**src/rtl/passcode_entry_sequencer.sv**
```systemverilog
// passcode_entry_sequencer
// Operator front end for the 4-digit lock: conditions the raw ENTER and CLEAR
// buttons, latches one switch digit per accepted ENTER press, strobes it into
// the lock at the current position and waits for the lock's verdict after the
// fourth digit.
//
// Handshake with the lock: enteredPassword is valid and stable whenever any
// enable bit is high; enable is one-hot (bit = position) for STROBE_CYCLES
// cycles per digit and never carries two bits at once. The lock reports back
// through admitted, which is treated as already synchronous to clock.
module passcode_entry_sequencer #(
  parameter int DEBOUNCE_CYCLES = 4,
  parameter int STROBE_CYCLES   = 2,
  parameter int TIMEOUT_CYCLES  = 40
) (
  input  logic       clock,
  input  logic       rst,
  input  logic [3:0] digit_in,
  input  logic       enter_btn,
  input  logic       clear_btn,
  input  logic       admitted,
  output logic [3:0] enteredPassword,
  output logic [3:0] enable,
  output logic [1:0] digit_pos,
  output logic       busy,
  output logic       timeout_flag
);

  localparam int DW = $clog2(DEBOUNCE_CYCLES + 1);
  localparam int SW = $clog2(STROBE_CYCLES + 1);
  localparam int TW = $clog2(TIMEOUT_CYCLES + 1);

  typedef enum logic [1:0] {
    ST_WAIT   = 2'd0,
    ST_STROBE = 2'd1,
    ST_HOLD   = 2'd2,
    ST_DONE   = 2'd3
  } state_t;

  // Button index 0 is ENTER, index 1 is CLEAR.
  logic [1:0]    btn_raw;
  logic [1:0]    btn_sync_1;
  logic [1:0]    btn_sync_2;
  logic [1:0]    btn_level;
  logic [1:0]    btn_rise;
  logic [DW-1:0] btn_cnt [2];

  logic          admitted_q;
  logic          admit_fall;
  logic          enter_evt;
  logic          clear_evt;
  logic          enter_level;

  state_t        state;
  logic [SW-1:0] strobe_cnt;
  logic [TW-1:0] to_cnt;
  logic          done_mark;
  logic          seen_admit;

  assign btn_raw     = {clear_btn, enter_btn};
  assign enter_evt   = btn_rise[0];
  assign clear_evt   = btn_rise[1];
  assign enter_level = btn_level[0];
  assign admit_fall  = admitted_q & ~admitted;

  // Two-flop synchronizer for both asynchronous buttons.
  always_ff @(posedge clock or negedge rst) begin
    if (!rst) begin
      btn_sync_1 <= '0;
      btn_sync_2 <= '0;
    end else begin
      btn_sync_1 <= btn_raw;
      btn_sync_2 <= btn_sync_1;
    end
  end

  // Debounced level flips after DEBOUNCE_CYCLES disagreeing samples; a rise emits a one-cycle press event.
  always_ff @(posedge clock or negedge rst) begin
    if (!rst) begin
      btn_level <= '0;
      btn_rise  <= '0;
      for (int i = 0; i < 2; i++) btn_cnt[i] <= '0;
    end else begin
      for (int i = 0; i < 2; i++) begin
        btn_rise[i] <= 1'b0;
        if (btn_sync_2[i] == btn_level[i]) begin
          btn_cnt[i] <= '0;
        end else if (btn_cnt[i] == DW'(DEBOUNCE_CYCLES - 1)) begin
          btn_level[i] <= btn_sync_2[i];
          btn_cnt[i]   <= '0;
          btn_rise[i]  <= btn_sync_2[i];
        end else begin
          btn_cnt[i] <= btn_cnt[i] + DW'(1);
        end
      end
    end
  end

  // One-flop history of admitted, used to spot the end of the lock's open period.
  always_ff @(posedge clock or negedge rst) begin
    if (!rst) admitted_q <= 1'b0;
    else      admitted_q <= admitted;
  end

  // Entry sequencer: WAIT for a press, STROBE the digit, HOLD until release, DONE until the lock answers.
  always_ff @(posedge clock or negedge rst) begin
    if (!rst) begin
      state           <= ST_WAIT;
      enteredPassword <= '0;
      enable          <= '0;
      digit_pos       <= '0;
      busy            <= 1'b0;
      timeout_flag    <= 1'b0;
      strobe_cnt      <= '0;
      to_cnt          <= '0;
      done_mark       <= 1'b0;
      seen_admit      <= 1'b0;
    end else begin
      timeout_flag <= 1'b0;
      if (clear_evt) begin
        // CLEAR outranks a same-cycle ENTER and any pending timeout.
        state           <= ST_WAIT;
        enteredPassword <= '0;
        enable          <= '0;
        digit_pos       <= '0;
        busy            <= 1'b0;
        strobe_cnt      <= '0;
        to_cnt          <= '0;
        done_mark       <= 1'b0;
        seen_admit      <= 1'b0;
      end else begin
        case (state)
          ST_WAIT: begin
            if (enter_evt) begin
              enteredPassword <= digit_in;
              enable          <= 4'b0001 << digit_pos;
              busy            <= 1'b1;
              strobe_cnt      <= '0;
              to_cnt          <= '0;
              state           <= ST_STROBE;
            end else if (digit_pos != 2'd0) begin
              if (to_cnt == TW'(TIMEOUT_CYCLES - 1)) begin
                digit_pos       <= '0;
                enteredPassword <= '0;
                timeout_flag    <= 1'b1;
                to_cnt          <= '0;
              end else begin
                to_cnt <= to_cnt + TW'(1);
              end
            end else begin
              to_cnt <= '0;
            end
          end
          ST_STROBE: begin
            if (strobe_cnt == SW'(STROBE_CYCLES - 1)) begin
              enable     <= '0;
              digit_pos  <= digit_pos + 2'd1;
              done_mark  <= (digit_pos == 2'd3);
              strobe_cnt <= '0;
              state      <= ST_HOLD;
            end else begin
              strobe_cnt <= strobe_cnt + SW'(1);
            end
          end
          ST_HOLD: begin
            // Waiting for release keeps a held button from entering twice.
            if (!enter_level) begin
              to_cnt <= '0;
              if (done_mark) begin
                seen_admit <= 1'b0;
                state      <= ST_DONE;
              end else begin
                busy  <= 1'b0;
                state <= ST_WAIT;
              end
            end
          end
          ST_DONE: begin
            if (admitted) seen_admit <= 1'b1;
            if (admit_fall ||
                (!seen_admit && !admitted && to_cnt == TW'(TIMEOUT_CYCLES - 1))) begin
              timeout_flag    <= !admit_fall;
              enteredPassword <= '0;
              digit_pos       <= '0;
              busy            <= 1'b0;
              done_mark       <= 1'b0;
              seen_admit      <= 1'b0;
              to_cnt          <= '0;
              state           <= ST_WAIT;
            end else if (to_cnt != TW'(TIMEOUT_CYCLES)) begin
              to_cnt <= to_cnt + TW'(1);
            end
          end
          default: state <= ST_WAIT;
        endcase
      end
    end
  end

endmodule

```
**config.mk**
```make
export PLATFORM = sky130hd
export DESIGN_NAME = passcode_entry_sequencer
export DESIGN_NICKNAME = d
export VERILOG_FILES = /design/src/rtl/passcode_entry_sequencer.sv
export SDC_FILE = /design/constraint.sdc
export NUM_CORES = 1
export LEC_CHECK = 0
export CAP_MARGIN = 25
export CORE_UTILIZATION = 55
export DETAILED_ROUTE_END_ITERATION = 10
export PLACE_DENSITY_LB_ADDON = 0.25
export SYNTH_ARGS = -nofsm -noshare
export SYNTH_HDL_FRONTEND = slang
export SYNTH_SLANG_ARGS = --single-unit
```
**constraint.sdc**
```tcl
create_clock -name clock -period 2.6 [get_ports clock]
set_clock_uncertainty 0.2 [all_clocks]
set_input_delay 0.39 -clock clock [delete_from_list [all_inputs] [get_ports clock]]
set_output_delay 0.39 -clock clock [all_outputs]
set_load 0.02 [all_outputs]
```
==> reports/qor.csv, run 1 <==
stage,metric,value,unit
outcome,status,completed,
yosys,ys_ff_latch,39,
route,drc,0,
worst_setup_path,cp_num_buf_inv,1,
yosys,ys_async_sr_fraction,100,%
place,hpwl,3.04,mm
finish,layout_common_cells,"dfrtp_1 (39), nand2_1 (19), clkdlybuf4s50_1 (19), inv_1 (13), ha_1 (13)",
sta,rsz0062_at_grt,no,
sta,period_needed,2330,ps
worst_hold_path,hold_class,input pin to asynchronous set/reset pin,
worst_setup_path,path_class,flop to flop,
finish,nets,245,
place,dp_slack,299,ps
cts,htreeDepth,2,
die,fp.dieW,64.3,µm
yosys,synth_simple_gate_area_share,21.4,%
yosys,synth_mux_area_share,5.27,%
worst_setup_path,path_delay_family,flip-flops,
sta,fin_setup_tns,0,ps
worst_setup_path,cp_max_fo,9,
place,place_congestion,0.827,
cts,cts_tree,built,
finish,drive_gt1_share,13.4,%
route,vias,1560,
power,ir_drop,0.000514,V
yosys,synth.largest_area_cell,dfrtp_1,
sta,hold_viol,0,
place,port_buffers,20,
yosys,synth-main-ff-cell,dfrtp_1,
cts,cts-root-buf,clkbuf_8,
yosys,synthAdderAreaFrac,7.62,%
yosys,synthXorXnorAreaFrac,0.820,%
die,io_pins,21,
sta,slew_viol_final,0,
route,routed_wl,4.07,mm
yosys,synth-edff-count,0,
worst_setup_path,critPathRequiredTime,2570,ps
yosys,ys_types,53,
die,start_util,57.9,%
grt,grt_pass1_vias,1475,
finish,final_common_cell,dfrtp_1,
die,dieArea,4140,µm²
route,first_iter_violations,73,
route,drt-wirelength-per-cell,15.0,µm
yosys,synthesis.nets,223,
route,ant_nets,0,
cts,cts_sinks,39,
finish,area_delta_synth_final,14.4,%
cts,clk_path_buf_depth,2,
finish,post-route-util,66.2,%
cts,clk_pin_slew,70,ps
route,viasPerCell,5.74,
sta,worst-slew-pin-transition,837,ps
worst_setup_path,critPathMaxStageDelay,490,ps
grt,grt_pass1_wl,6.76,mm
yosys,synth_top_family_by_area,simple AND/OR/NAND/NOR gates,
power,powerDensity,1060,nW/µm²
yosys,synthCells,201,
worst_setup_path,crit_slowest_cell,dfrtp_1,
grt,antenna_found_initial,0,
cts,cts_made_buffers,5,
finish,insertedDiodeCount,0,
die,std_cell_rows,22,
yosys,ys_top_cells_by_area,"dfrtp_1 (46%), ha_1 (7.6%), nand2_1 (3.3%)",
grt,grt_max_degree,40,
die,die_y,64.3,µm
yosys,synth_compound_area_share,15.3,%
sta,fmaxAchievable,429,MHz
worst_setup_path,crit_arrival,2300,ps
route,dr.pass1.iters,4,
worst_setup_path,crit_chain,"inv_1, ha_1, and2b_4, o2bb2ai_1, a21oi_4, o22ai_4, mux2_4",
sta,hold_slack,4.30,ps
worst_setup_path,end_kind,flop,
yosys,synth_top_area_share,45.7,%
worst_setup_path,critPathLaunchType,flop,
yosys,yosys_warnings,0,
sta,timing.final.crit_share,89.6,%
sta,slew_headroom,44.2,%
flow_run,cap_violations,0,
cts,clk_latency,290,ps
power,p_total,2.58,mW
sta,worst_slack,271,ps
power,p_leak,1.08,nW
yosys,ys_seq_area_share,45.7,%
die,core,3690,µm²
cts,cts_hold_buf,0,
yosys,syn_area,2140,µm²
grt,grt_usage,21.6,%
cts,post-cts-setup-buffers,0,
sta,setup_viol,0,
grt,gr-total-overflow,0,
cts,cts_resized,0,
yosys,postSynthAreaPerCell,10.6,µm²
[area by class of cell]
cell class | instances | area (µm²)
tap | 48 | 60.1
clock buffer | 5 | 68.8
sequential | 39 | 976
fill | 291 | 1250
timing repair buffer | 20 | 195
inverter | 13 | 48.8
multi-input combinational | 144 | 1080
clock inverter | 3 | 15.0
[cell usage after synthesis, drive strengths merged (5+ instances only)]
master / number
dfrtp: 39
nand2: 20
a21oi: 13
ha: 13
inv: 13
o21ai: 12
nor2: 11
nand3: 9
and3: 6
mux2: 6
nand2b: 5
nor3b: 5
[registers in the layout (all words and copies together), names as in the netlist]
signal / cells
btn_rise: 2
strobe_cnt: 2
btn_level: 2
timeout_flag: 1
seen_admit: 1
state: 2
btn_cnt: 6
digit_pos: 2
to_cnt: 6
admitted_q: 1
done_mark: 1
enteredPassword: 4
btn_sync_2: 2
btn_sync_1: 2
enable: 4
busy: 1
[path summary, 6_finish.rpt]
| path | cells after the start | start | to | slack, ps |
|---|---|---|---|---|
| max | 7 | state[1] | enteredPassword[3] | 270 |
| max in group asynchronous | 1 | rst | enteredPassword[3] | 1670 |
| min | 1 | rst | enable[1] | 4 |
| min reg2reg | 0 | btn_sync_1[0] | btn_sync_2[0] | 160 |
| min in group clock | 0 | btn_sync_1[0] | btn_sync_2[0] | 160 |
| max reg2reg | 7 | state[1] | enteredPassword[3] | 270 |
[metal layers]
layer	global-route usage [%]	vias up	wire length [µm]	share of wire, %
met5	0	-	0	0
met4	5.56	0	28	0.69
met3	6.07	4	131	3.2
met2	37.1	33	2060	51
met1	26.6	765	1850	45
li1	-	758	-	-
[where the power goes]
| group | internal [mW] | switching (mW) |
|---|---|---|
| logic | 0.573 | 0.757 |
| registers | 0.743 | 0.129 |
| clock network | 0.183 | 0.198 |
| total | 1.50 | 1.08 |
[kinds of logic (layout without fill, tap and decap cells)]
| group | count (synthesis) | after routing |
|---|---|---|
| AOI/OAI and AO/OA | 43 | 43 |
| xor gates and xnor gates | 2 | 2 |
| adders and majority gates | 13 | 13 |
| buffers and inverters | 18 | 41 |
| DFF | 39 | 39 |
| muxes | 9 | 9 |
| and+or+nand+nor | 77 | 77 |
[through the flow]
stage	std cells	cell area, µm²
global placement	264	2360
detailed placement	264	2360
finish	272	2440
floorplan	201	2140
CTS	272	2440
global route	272	2440
[worst register-to-register path, cell delays in order (launching register included)]
cell and delay (ps):
dfrtp_1 490, inv_1 160, ha_1 300, and2b_4 250, o2bb2ai_1 190, a21oi_4 70, o22ai_4 230, mux2_4 340
No activity file was read; power rests on OpenSTA's default activity.
==> run 2: changes to the inputs <==
--- a/config.mk
+++ b/config.mk
@@ -9,6 +9,7 @@
 export CORE_UTILIZATION = 55
 export DETAILED_ROUTE_END_ITERATION = 10
 export PLACE_DENSITY_LB_ADDON = 0.25
+export SETUP_SLACK_MARGIN = 0.2
 export SYNTH_ARGS = -nofsm -noshare
 export SYNTH_HDL_FRONTEND = slang
 export SYNTH_SLANG_ARGS = --single-unit
==> reports/qor.csv, run 2 (same netlist as run 1, synthesis figures left out) <==
stage,metric,value,unit
finish,fillCellCount,289,
worst_setup_path,critPathMaxStageDelay,490,ps
worst_setup_path,r2r-end,enteredPassword[3],
worst_setup_path,path_class,flop to flop,
grt,grt_max_degree,40,
sta,rsz0062_at_grt,no,
die,fp.dieW,64.3,µm
cts,clk_path_buf_depth,2,
worst_setup_path,cp_num_buf_inv,1,
worst_setup_path,crit_cells,7,
worst_setup_path,crit_path_start,state[1],
finish,layout_common_cells,"dfrtp_1 (39), nand2_1 (19), clkdlybuf4s50_1 (19), inv_1 (13), ha_1 (12)",
cts,cts-root-buf,clkbuf_8,
finish,final_common_cell,dfrtp_1,
sta,slew_headroom,44.4,%
finish,post-route-util,66.3,%
finish,area_delta_synth_final,14.5,%
finish,finalNonFillerCells,272,
place,dp_cells,264,
sta,slew_viol_final,0,
cts,cts_sinks,39,
grt,gr-total-overflow,0,
worst_setup_path,critPathRequiredTime,2570,ps
worst_setup_path,reg2reg_depth,7,
sta,worst-slew-pin-transition,834,ps
route,viasPerCell,5.74,
route,drt-wirelength-per-cell,14.9,µm
finish,nets,245,
route,vias,1562,
grt,grt_pass1_wl,6.76,mm
cts,post-cts-setup-buffers,0,
power,p_leak,1.07,nW
route,routed_wl,4.06,mm
route,drc,0,
worst_setup_path,crit_slowest_cell,dfrtp_1,
cts,clk_latency,290,ps
flow_run,cap_violations,0,
route,ant_nets,0,
finish,insertedDiodeCount,0,
route,dr.pass1.iters,4,
cts,cts_hold_buf,0,
outcome,status,completed,
grt,grt_pass1_vias,1475,
worst_setup_path,crit_arrival,2240,ps
die,dieArea,4140,µm²
sta,period_needed,2270,ps
grt,antenna_found_initial,0,
finish,top_regs,"btn_cnt: 6 flops, to_cnt: 6 flops",
finish,design_area,2440,µm²
place,place_congestion,0.827,
sta,fin_setup_tns,0,ps
cts,cts_tree,built,
sta,hold_viol,0,
cts,cts_made_buffers,5,
sta,setup_viol,0,
place,hpwl,3.04,mm
power,powerDensity,1060,nW/µm²
finish,drive_gt1_share,13.8,%
sta,fmaxAchievable,441,MHz
die,die_y,64.3,µm
sta,hold_slack,2.65,ps
worst_hold_path,hold_class,input pin to asynchronous set/reset pin,
worst_setup_path,crit_chain,"inv_1, ha_2, and2b_4, o2bb2ai_1, a21oi_4, o22ai_4, mux2_4",
place,placed_cell_area,2360,µm²
worst_setup_path,r2r_start,state[1],
grt,grt_usage,21.6,%
route,first_iter_violations,73,
worst_setup_path,cp_max_fo,9,
die,std_cell_rows,22,
power,ir_drop,0.000519,V
die,start_util,57.9,%
place,port_buffers,20,
die,core,3690,µm²
worst_setup_path,critPathLaunchType,flop,
worst_setup_path,critPathCapture,enteredPassword[3],
die,io_pins,21,
worst_setup_path,reg2reg_slack,330,ps
worst_setup_path,path_delay_family,flip-flops,
sta,timing.final.crit_share,87.2,%
worst_setup_path,end_kind,flop,
cts,clk_pin_slew,70,ps
cts,htreeDepth,2,
run 2: cell counts in the layout (fill, tap and decap cells not counted):
Identical to the previous run, type by type.
run 2: cell type report:
type	count	area, µm²	share of cell area (%)
well taps	48	60.1	2.46
multi-input cells	144	1080	44.2
inverters	13	48.8	2.00
clock inverters	3	15.0	0.614
repair buffers	20	195	7.98
clock buffers	5	68.8	2.81
flip-flops and latches	39	976	39.9
run 2: where the power goes:
group / switching [mW] / internal (mW) / total (mW)
logic: 0.758 / 0.576 / 1.33
registers: 0.129 / 0.743 / 0.872
clock network: 0.198 / 0.183 / 0.381
total: 1.09 / 1.50 / 2.59
run 2: what timing repair did:
action	4_1_cts	5_1_grt
gates resized for setup	0	1
endpoints found under the hold margin	0	0
setup endpoints to repair	0	1
run 2: per-stage QoR:
| stage | power (mW) | worst slack, ps |
|---|---|---|
| final | 2.59 | 333 |
| after global routing | 2.78 | 231 |
| after CTS | 2.59 | 306 |
| after detailed placement | 2.20 | 299 |
| after global placement | 2.13 | 411 |
| after floorplan | 1.88 | 574 |
run 2: worst min path at each step:
stage	start	cells after the start	slack (ps)	end
after floorplan	rst	0	-110	admitted_q
after global placement	btn_sync_1[1]	0	140	btn_sync_2[1]
after detailed placement	btn_sync_1[0]	0	140	btn_sync_2[0]
after CTS	rst	1	20	to_cnt[0]
after global routing	rst	1	70	enable[2]
final	rst	1	3	to_cnt[0]
run 2: routing by layer:
layer	share of wire (%)	wire length, µm	track usage [%]
met1	45	1840	26.6
met2	51	2060	37.1
met3	3.2	131	6.07
met4	0.69	28	5.56
met5	0	0	0
==> run 3: changes to the inputs <==
--- a/config.mk
+++ b/config.mk
@@ -7,6 +7,8 @@
 export LEC_CHECK = 0
 export CAP_MARGIN = 25
 export CORE_UTILIZATION = 55
+export CTS_BUF_LIST = sky130_fd_sc_hd__clkbuf_4
+export CTS_CLUSTER_SIZE = 24
 export DETAILED_ROUTE_END_ITERATION = 10
 export PLACE_DENSITY_LB_ADDON = 0.25
 export SETUP_SLACK_MARGIN = 0.2
==> reports/qor.csv, run 3 (same netlist as run 1, synthesis figures left out) <==
stage,metric,value,unit
grt,grt_usage,21.8,%
grt,grt_pass1_wl,6.78,mm
grt,grt_util_met3,5.36,%
worst_hold_path,hold_class,flop to flop,
sta,rsz0062_at_grt,no,
finish,top_regs,"btn_cnt: 6 flops, to_cnt: 6 flops",
power,ir_drop,0.000608,V
route,drt-wirelength-per-cell,14.9,µm
sta,slew_headroom,44.3,%
sta,slew_viol_final,0,
finish,insertedDiodeCount,0,
grt,antenna_found_initial,0,
die,core,3690,µm²
worst_setup_path,critPathLaunchType,flop,
die,io_pins,21,
worst_setup_path,end_kind,flop,
worst_setup_path,path_class,flop to flop,
cts,clk_pin_slew,110,ps
power,pwr-share-comb,53.4,%
worst_setup_path,critPathRequiredTime,2630,ps
grt,grt_use_met2,37.1,%
worst_setup_path,r2r-end,enteredPassword[3],
cts,clk_latency,340,ps
power,pwr-share-seq,35.0,%
worst_hold_path,whs_path_depth,0,
worst_setup_path,crit_path_start,state[1],
finish,drive_gt1_share,13.3,%
sta,hold_viol,0,
power,power_frac_clock,11.6,%
grt,gr-total-overflow,0,
sta,worst-slew-pin-transition,835,ps
finish,area_delta_synth_final,13.4,%
sta,hold_slack,165,ps
power,internal_power,1.42,mW
cts,clk_path_buf_depth,2,
power,p_switching,1.07,mW
finish,nets,246,
grt,busiest_layer,met2,
route,routed_wl,4.07,mm
worst_setup_path,critPathCapture,enteredPassword[3],
outcome,status,completed,
place,place_congestion,0.827,
cts,cts-root-buf,clkbuf_4,
die,die_y,64.3,µm
route,ant_nets,0,
cts,cts_tree,built,
route,vias,1537,
worst_setup_path,r2r_start,state[1],
finish,final_common_cell,dfrtp_1,
grt,grt_pass1_vias,1464,
finish,multiInputGateArea,1080,µm²
route,dr.pass1.iters,5,
sta,setup_viol,0,
place,placed_cell_area,2360,µm²
sta,fmaxAchievable,433,MHz
cts,cts_resized,0,
die,dieArea,4140,µm²
flow_run,cap_violations,0,
die,fp.dieW,64.3,µm
sta,timing.final.crit_share,88.8,%
place,hpwl,3.04,mm
sta,fin_setup_tns,0,ps
place,port_buffers,20,
power,power.share.switching,43.1,%
worst_setup_path,crit_arrival,2340,ps
worst_setup_path,crit_chain,"inv_1, ha_1, and2b_4, o2bb2ai_1, a21oi_4, o22ai_4, mux2_4",
route,drc,0,
finish,design_area,2420,µm²
die,std_cell_rows,22,
route,viasPerCell,5.63,
power,p_leak,1.07,nW
grt,grt_max_degree,40,
worst_setup_path,crit_slowest_cell,dfrtp_1,
cts,cts_made_buffers,5,
power,powerDensity,1030,nW/µm²
worst_setup_path,critPathMaxStageDelay,500,ps
grt,use_met1,27.1,%
worst_setup_path,reg2reg_slack,290,ps
finish,seq_area,976,µm²
finish,layout_common_cells,"dfrtp_1 (39), nand2_1 (19), clkdlybuf4s50_1 (19), inv_1 (13), ha_1 (13)",
route,first_iter_violations,75,
cts,cts_sinks,39,
finish,fillCellCount,298,
sta,period_needed,2310,ps
cts,htreeDepth,2,
worst_setup_path,cp_max_fo,9,
worst_setup_path,reg2reg_depth,7,
die,start_util,57.9,%
-- run 3: worst min path at each step --
| stage | startpoint | endpoint |
|---|---|---|
| after floorplan | rst | admitted_q |
| after global placement | btn_sync_1[1] | btn_sync_2[1] |
| after detailed placement | btn_sync_1[0] | btn_sync_2[0] |
| after CTS | btn_sync_1[0] | btn_sync_2[0] |
| after global routing | btn_sync_1[0] | btn_sync_2[0] |
| final | btn_sync_1[0] | btn_sync_2[0] |
-- run 3: area by class of cell --
class	count	area share (%)
multi-input combinational	144	44.5
sequential	39	40.3
inverter	13	2.02
timing repair buffer	21	8.48
tap	48	2.48
clock inverter	3	0.620
clock buffer	5	1.55
-- run 3: timing repair --
item / 4_1_cts / 5_1_grt
buffers inserted: 0 / 0
hold buffers: 1 / 0
hold endpoints to repair: 39 / 0
-- run 3: power groups by stage --
stage	Combinational (mW)	Sequential (mW)	Clock [mW]
after floorplan	0.980	0.896	0
after global placement	1.26	0.871	0
after detailed placement	1.32	0.883	0
after CTS	1.32	0.871	0.299
after global routing	1.46	0.892	0.337
final	1.33	0.871	0.289
-- run 3: layer usage --
metal	vias to the layer above	part of all wire, %	wire, µm
met5	-	0	0
met4	0	0.52	21
met3	4	3.4	137
met2	24	50	2050
met1	745	46	1860
li1	764	-	-
-- run 3: worst max-delay path: cells and delay by family, from the launching register on --
family | cells | cell delay [ps]
AO/OA/AOI/OAI | 3 | 470
buffers and inverters | 1 | 160
multiplexers | 1 | 340
AND/OR/NAND/NOR | 1 | 250
adder cells (fa/ha/maj) | 1 | 290
flip-flops | 1 | 500
-- run 3: per-stage QoR --
stage	instances	power [mW]	utilization, %	setup slack, ps
after floorplan	201	1.88	-	574
after global placement	264	2.13	63.9	411
after detailed placement	264	2.20	63.9	299
after CTS	273	2.49	65.6	300
after global routing	273	2.69	65.6	200
final	273	2.49	65.6	292
